## src/rtl/cp0_issue_ctrl_pkg.sv

```systemverilog
// Types and helpers for the CP0 issue controller.
package cp0_issue_ctrl_pkg;

    typedef enum logic [1:0] {
        StIdle,
        StWb,
        StHazard
    } cp0_issue_state_t;

    // The counter must be at least 1 bit wide even when no hazard stall is configured.
    function automatic int unsigned hazard_cnt_w(input int unsigned cycles);
        return (cycles < 1) ? 1 : $clog2(cycles + 1);
    endfunction

endpackage

```

## src/rtl/cpu_defs.sv

```systemverilog
// Core-wide shared types: ROB tags, exception descriptors, 32-bit data.
package cpu_defs;

    typedef logic [31:0] uint32_t;

    localparam int unsigned RobIdxW = 5;  // 4 index bits plus wrap bit

    typedef logic [RobIdxW-1:0] rob_index_t;

    typedef struct packed {
        logic       valid;
        logic       eret;
        logic [4:0] code;
    } exception_t;

endpackage

```

## src/rtl/cp0_hazard_timer.sv

```systemverilog
// Post-MTC0 hazard counter: load with HAZARD_CYCLES, count down to zero, flag the final cycle.
module cp0_hazard_timer
    import cp0_issue_ctrl_pkg::*;
#(
    parameter int unsigned HAZARD_CYCLES = 2
) (
    input  logic clk,
    input  logic rst_n,
    input  logic clear,
    input  logic load,
    output logic done
);

    localparam int unsigned W = hazard_cnt_w(HAZARD_CYCLES);
    localparam logic [W-1:0] LoadVal = W'(HAZARD_CYCLES);

    logic [W-1:0] cnt_q, cnt_d;

    always_comb begin
        cnt_d = cnt_q;
        if (clear) begin
            cnt_d = '0;
        end else if (load) begin
            cnt_d = LoadVal;
        end else if (cnt_q != '0) begin
            cnt_d = cnt_q - 1'b1;
        end
    end

    always_ff @(posedge clk or negedge rst_n) begin
        if (!rst_n) begin
            cnt_q <= '0;
        end else begin
            cnt_q <= cnt_d;
        end
    end

    assign done = (cnt_q == W'(1));

endmodule

```

## src/rtl/cp0_issue_ctrl.sv

```systemverilog
// CP0 issue controller: issues CP0 ops only at the ROB head, broadcasts on the CDB,
// and stalls after MTC0. Optional perf counters under CP0_ISSUE_PERF_EN.
module cp0_issue_ctrl
    import cpu_defs::*;
    import cp0_issue_ctrl_pkg::*;
#(
    parameter int unsigned HAZARD_CYCLES = 2,
    parameter int unsigned CNT_W         = 32
) (
    input  logic              clk,
    input  logic              rst_n,
    input  logic              flush,
    input  logic              rs_data_ready,
    input  rob_index_t        rs_data_reorder,
    input  logic              rs_is_mtc0,
    input  exception_t        rs_ex,
    output logic              rs_data_ack,
    input  rob_index_t        rob_head,
    input  logic              rob_head_valid,
    input  uint32_t           cp0_rdata,
    output logic              cdb_req_valid,
    output rob_index_t        cdb_req_reorder,
    output uint32_t           cdb_req_value,
    output exception_t        cdb_req_ex,
    input  logic              cdb_grant
`ifdef CP0_ISSUE_PERF_EN
    ,
    output logic [CNT_W-1:0]  perf_issued,
    output logic [CNT_W-1:0]  perf_stall
`endif
);

    cp0_issue_state_t state_q, state_d;
    rob_index_t       reorder_q, reorder_d;
    uint32_t          value_q, value_d;
    exception_t       ex_q, ex_d;
    logic             last_mtc0_q, last_mtc0_d;
    logic             timer_load, timer_clear, timer_done;

    // Gated by rst_n so the RS never sees an issue while the controller is held in reset.
    assign rs_data_ack = rst_n && (state_q == StIdle) && rs_data_ready && rob_head_valid &&
                         (rs_data_reorder == rob_head) && !flush;

    always_comb begin
        state_d     = state_q;
        reorder_d   = reorder_q;
        value_d     = value_q;
        ex_d        = ex_q;
        last_mtc0_d = last_mtc0_q;
        timer_load  = 1'b0;
        timer_clear = 1'b0;
        if (flush) begin
            state_d     = StIdle;
            timer_clear = 1'b1;
        end else begin
            unique case (state_q)
                StIdle: begin
                    if (rs_data_ack) begin
                        state_d     = StWb;
                        reorder_d   = rs_data_reorder;
                        value_d     = (rs_is_mtc0 || rs_ex.eret) ? '0 : cp0_rdata;
                        ex_d        = rs_ex;
                        last_mtc0_d = rs_is_mtc0;
                    end
                end
                StWb: begin
                    if (cdb_grant) begin
                        if (last_mtc0_q && (HAZARD_CYCLES != 0)) begin
                            state_d    = StHazard;
                            timer_load = 1'b1;
                        end else begin
                            state_d = StIdle;
                        end
                    end
                end
                StHazard: begin
                    if (timer_done) begin
                        state_d = StIdle;
                    end
                end
                default: state_d = StIdle;
            endcase
        end
    end

    always_ff @(posedge clk or negedge rst_n) begin
        if (!rst_n) begin
            state_q     <= StIdle;
            reorder_q   <= '0;
            value_q     <= '0;
            ex_q        <= '0;
            last_mtc0_q <= 1'b0;
        end else begin
            state_q     <= state_d;
            reorder_q   <= reorder_d;
            value_q     <= value_d;
            ex_q        <= ex_d;
            last_mtc0_q <= last_mtc0_d;
        end
    end

    cp0_hazard_timer #(
        .HAZARD_CYCLES(HAZARD_CYCLES)
    ) u_hazard_timer (
        .clk  (clk),
        .rst_n(rst_n),
        .clear(timer_clear),
        .load (timer_load),
        .done (timer_done)
    );

    assign cdb_req_valid   = (state_q == StWb);
    assign cdb_req_reorder = reorder_q;
    assign cdb_req_value   = value_q;
    assign cdb_req_ex      = ex_q;

`ifdef CP0_ISSUE_PERF_EN
    logic [CNT_W-1:0] issued_q, issued_d;
    logic [CNT_W-1:0] stall_q, stall_d;

    always_comb begin
        issued_d = issued_q;
        stall_d  = stall_q;
        if (rs_data_ack) begin
            issued_d = issued_q + 1'b1;
        end
        if ((state_q == StHazard) || ((state_q == StIdle) && rs_data_ready && !rs_data_ack)) begin
            stall_d = stall_q + 1'b1;
        end
    end

    always_ff @(posedge clk or negedge rst_n) begin
        if (!rst_n) begin
            issued_q <= '0;
            stall_q  <= '0;
        end else begin
            issued_q <= issued_d;
            stall_q  <= stall_d;
        end
    end

    assign perf_issued = issued_q;
    assign perf_stall  = stall_q;
`endif

endmodule

```

## config.mk

```make
export PLATFORM = sky130hd
export DESIGN_NAME = cp0_issue_ctrl
export DESIGN_NICKNAME = d
export VERILOG_FILES = /design/src/rtl/cp0_issue_ctrl_pkg.sv /design/src/rtl/cpu_defs.sv /design/src/rtl/cp0_hazard_timer.sv /design/src/rtl/cp0_issue_ctrl.sv
export SDC_FILE = /design/constraint.sdc
export NUM_CORES = 1
export LEC_CHECK = 0
export CAP_MARGIN = 10
export CORE_MARGIN = 2
export CORE_UTILIZATION = 41
export DETAILED_ROUTE_END_ITERATION = 7
export GPL_TIMING_DRIVEN = 0
export PLACE_DENSITY_LB_ADDON = 0.05
export SYNTH_ARGS = -nofsm -noshare
export SYNTH_HDL_FRONTEND = slang
export SYNTH_SLANG_ARGS = --single-unit
```

## constraint.sdc

```tcl
create_clock -name clk -period 1.8 [get_ports clk]
set_input_delay 0.36 -clock clk [delete_from_list [all_inputs] [get_ports clk]]
set_output_delay 0.36 -clock clk [all_outputs]
set_load 0.005 [all_outputs]
```

==> impl_metrics.json <==
{
  "comb_power_share_pct": 24.0,
  "period_share_pct": 113,
  "worstSetupEndpointType": "output port",
  "yosys.area_share.simple_pct": 9.06,
  "cts_tree": "built",
  "setup_tns_ns": -1.79,
  "highest_layer": "met4",
  "fp-row-count": 26,
  "synth_xor_area_share_pct": 2.39,
  "grt_overflow_total": 0,
  "clk_pin_slew_worst_paths_ns": 0.09,
  "synthesis.instances": 193,
  "antenna_found_initial": 0,
  "die_h_um": 77.2,
  "root_buffer": "clkbuf_8",
  "synth_top_area_share_pct": 55.9,
  "path_class": "reg2out",
  "p_switching_w": 0.000648,
  "max_cap_viol_count": 0,
  "synth_edf_count": 0,
  "rsz0062_at_grt": "true",
  "power.leakage_nw": 1.70,
  "track_usage_pct": 19.5,
  "ant_nets": 0,
  "crit_fanout": 3,
  "synthMuxAreaShare_pct": 21.7,
  "synth_nets": 251,
  "area_growth_pct": 67.7,
  "synth_compound_area_share_pct": 0.570,
  "slew_viol_final": 0,
  "ir_drop_v": 0.000488,
  "hp-class": "in2async",
  "clock_skew_ns": 0.00614,
  "min_period_ns": 2.03,
  "nets": 372,
  "outcome": "complete, but fails checks",
  "cp.arrival_ns": 1.67,
  "seq_area_frac_synth_pct": 55.9,
  "first_pass_iters": 3,
  "wl_met1_um": 2430,
  "synthAdderAreaFrac_pct": 1.14,
  "synth.most_common_cell": "dfrtp_1",
  "cp-start-kind": "register",
  "cts_buffer_depth": 2,
  "hold_slack_ns": 0.0858,
  "cp.required_ns": 1.44,
  "clkSinkCount": 49,
  "synth_top_family_by_area": "multiplexers",
  "worstMarginPinSlew_ns": 1.01,
  "p_int_w": 0.00204,
  "setup_viol": 28,
  "failed_checks": "setup timing",
  "drt-initial-drc-count": 55,
  "post_synth_num_cell_types": 21,
  "report.final.hold_viol_count": 0,
  "clock_power_share_pct": 28.2,
  "htreeDepth": 2,
  "met2_length_um": 2590,
  "r2r_cells": 8,
  "grt_max_degree": 23,
  "vias": 1731,
  "synthArstFlopShare_pct": 100,
  "final_core_util_pct": 71.6,
  "synthTopCellsByCount": "dfrtp_1 (49), inv_1 (34), mux2i_1 (33), nand2_1 (33), mux2_2 (13)",
  "io_pins": 102,
  "nFillCells": 401,
  "cts_buffers": 5,
  "n_antenna_cell": 0,
  "start_util_pct": 42.7,
  "dieArea_um2": 5950,
  "drive_gt1_share_pct": 13.1,
  "grt_pass1_vias": 1828,
  "syn_area_um2": 2190,
  "final_area_um2": 3680,
  "dr_wl_met3_um": 476,
  "seq_power_share_pct": 47.9,
  "yosys.area.top_type": "dfrtp_1",
  "max_freq_ghz": 0.493,
  "port_buffers": 101,
  "synth_area_leaders": "dfrtp_1 (56%), mux2i_1 (15%), mux2_2 (6.7%), inv_1 (5.8%), nand2_1 (5.6%)",
  "multi_input_area_um2": 801,
  "synth-seq-cells": 49,
  "die_w_um": 77.2,
  "syn_area_per_cell_um2": 11.4,
  "hpwlAfterDp_um": 3680,
  "switching_share_pct": 24.1,
  "place_congestion": 0.704,
  "place_area_um2": 3310,
  "setup_slack_ns": -0.228,
  "regArea_um2": 1230,
  "fp.coreArea_um2": 5140,
  "yosysWarnings": 0,
  "clk-insertion-delay-late_ns": 0.30,
  "grt_pass1_wl_um": 9070,
  "drc": 0,
  "relSlewSlack_pct": 32.3,
  "routed_wl_um": 5560,
  "p_per_area_nw_per_um2": 732,
  "synth_ff_type": "dfrtp_1",
  "post_drt_via_cell_ratio": 4.51,
  "wl_per_cell_um": 14.5
}
## power by group through the flow
stage          clock [W]  combinational, W  sequential [W]
5_1_grt         0.000830          0.000709         0.00131
2_1_floorplan          0          0.000215         0.00131
4_1_cts         0.000790          0.000647         0.00129
3_5_place_dp           0          0.000629         0.00131
3_3_place_gp           0          0.000611         0.00130
6_report        0.000758          0.000646         0.00129
## placed cells by master (no fill, tap or decap), types with 3 or more instances in the layout
master           netlist  layout
buf_12                 0       5
buf_16                 0       3
mux2_4                 0       7
clkbuf_8               0       5
xnor2_1                5       5
nand2_1               33      33
dfrtp_1               49      49
buf_6                  1       4
inv_1                 34      34
clkbuf_1               3       3
mux2i_1               33      33
buf_4                  1       3
mux2_2                13       6
nor2_1                 6       6
clkdlybuf4s50_1        0      96
## cell type report
type                            count  share of cell area, %
Clock inverter                      2                  0.952
Multi-Input combinational cell    102                   21.8
Buffer                              6                   1.70
Inverter                           34                   3.47
Sequential cell                    49                   33.3
Tap cell                           70                   2.38
Timing Repair Buffer              116                   34.6
Clock buffer                        5                   1.87
## cell families after synthesis
logic type,count (synthesis)
AO/OA/AOI/OAI,2
XOR/XNOR,6
adder cells (fa/ha/maj),2
buffers and inverters,42
flip-flops,49
multiplexers,46
AND/OR/NAND/NOR,46
## worst paths after layout
check                                         from                                  end  slack, ns
setup / recovery            state_q[0]$_DFFE_PN0P_                          rs_data_ack      -0.23
hold / removal                               rst_n       cdb_req_reorder[0]$_DFFE_PN0P_       0.09
setup reg to reg            state_q[0]$_DFFE_PN0P_       cdb_req_reorder[1]$_DFFE_PN0P_      -0.13
hold reg to reg            last_mtc0_q$_DFFE_PN0P_              last_mtc0_q$_DFFE_PN0P_       0.51
max in group asynchronous                    rst_n  u_hazard_timer.cnt_q[1]$_DFFE_PN0P_       0.40
min in group clk                rs_data_reorder[4]       cdb_req_reorder[4]$_DFFE_PN0P_       0.38
## routing by layer
| metal | vias up | track usage [%] |
|---|---|---|
| li1 | 844 | - |
| met1 | 814 | 25.1 |
| met2 | 66 | 30.2 |
| met3 | 7 | 7.41 |
| met4 | 0 | 6.43 |
| met5 | - | 0 |
## sequential cells by signal, indices dropped and copies added, names as in the netlist
register / count
last_mtc0_q: 1
cdb_req_ex: 7
u_hazard_timer.cnt_q: 2
cdb_req_value: 32
state_q: 2
cdb_req_reorder: 5
## critical path, stage by stage, from the launching register on
cell and delay (ns):
dfrtp_1 0.40, nor4b_2 0.32, nand3_1 0.17, nor3_4 0.17, buf_6 0.14, buf_12 0.09
buf_6 0.08
## repair_timing
item	4_1_cts	5_1_grt
gates resized for setup	17	16
endpoints found under the setup margin	48	43
hold buffers	2	0
cloned	4	0
setup buffers	5	4
pin swaps	3	4
endpoints found under the hold margin	22	0
## metrics by stage
| stage | cells | power, W | setup WS, ns |
|---|---|---|---|
| after floorplan | 193 | 0.00153 | 0.225 |
| after global placement | 364 | 0.00191 | -2.79 |
| after detailed placement | 365 | 0.00194 | -1.17 |
| after CTS | 382 | 0.00272 | -0.275 |
| after global routing | 384 | 0.00285 | -0.318 |
| final | 384 | 0.00269 | -0.228 |
No activity file was read; power rests on OpenSTA's default activity.
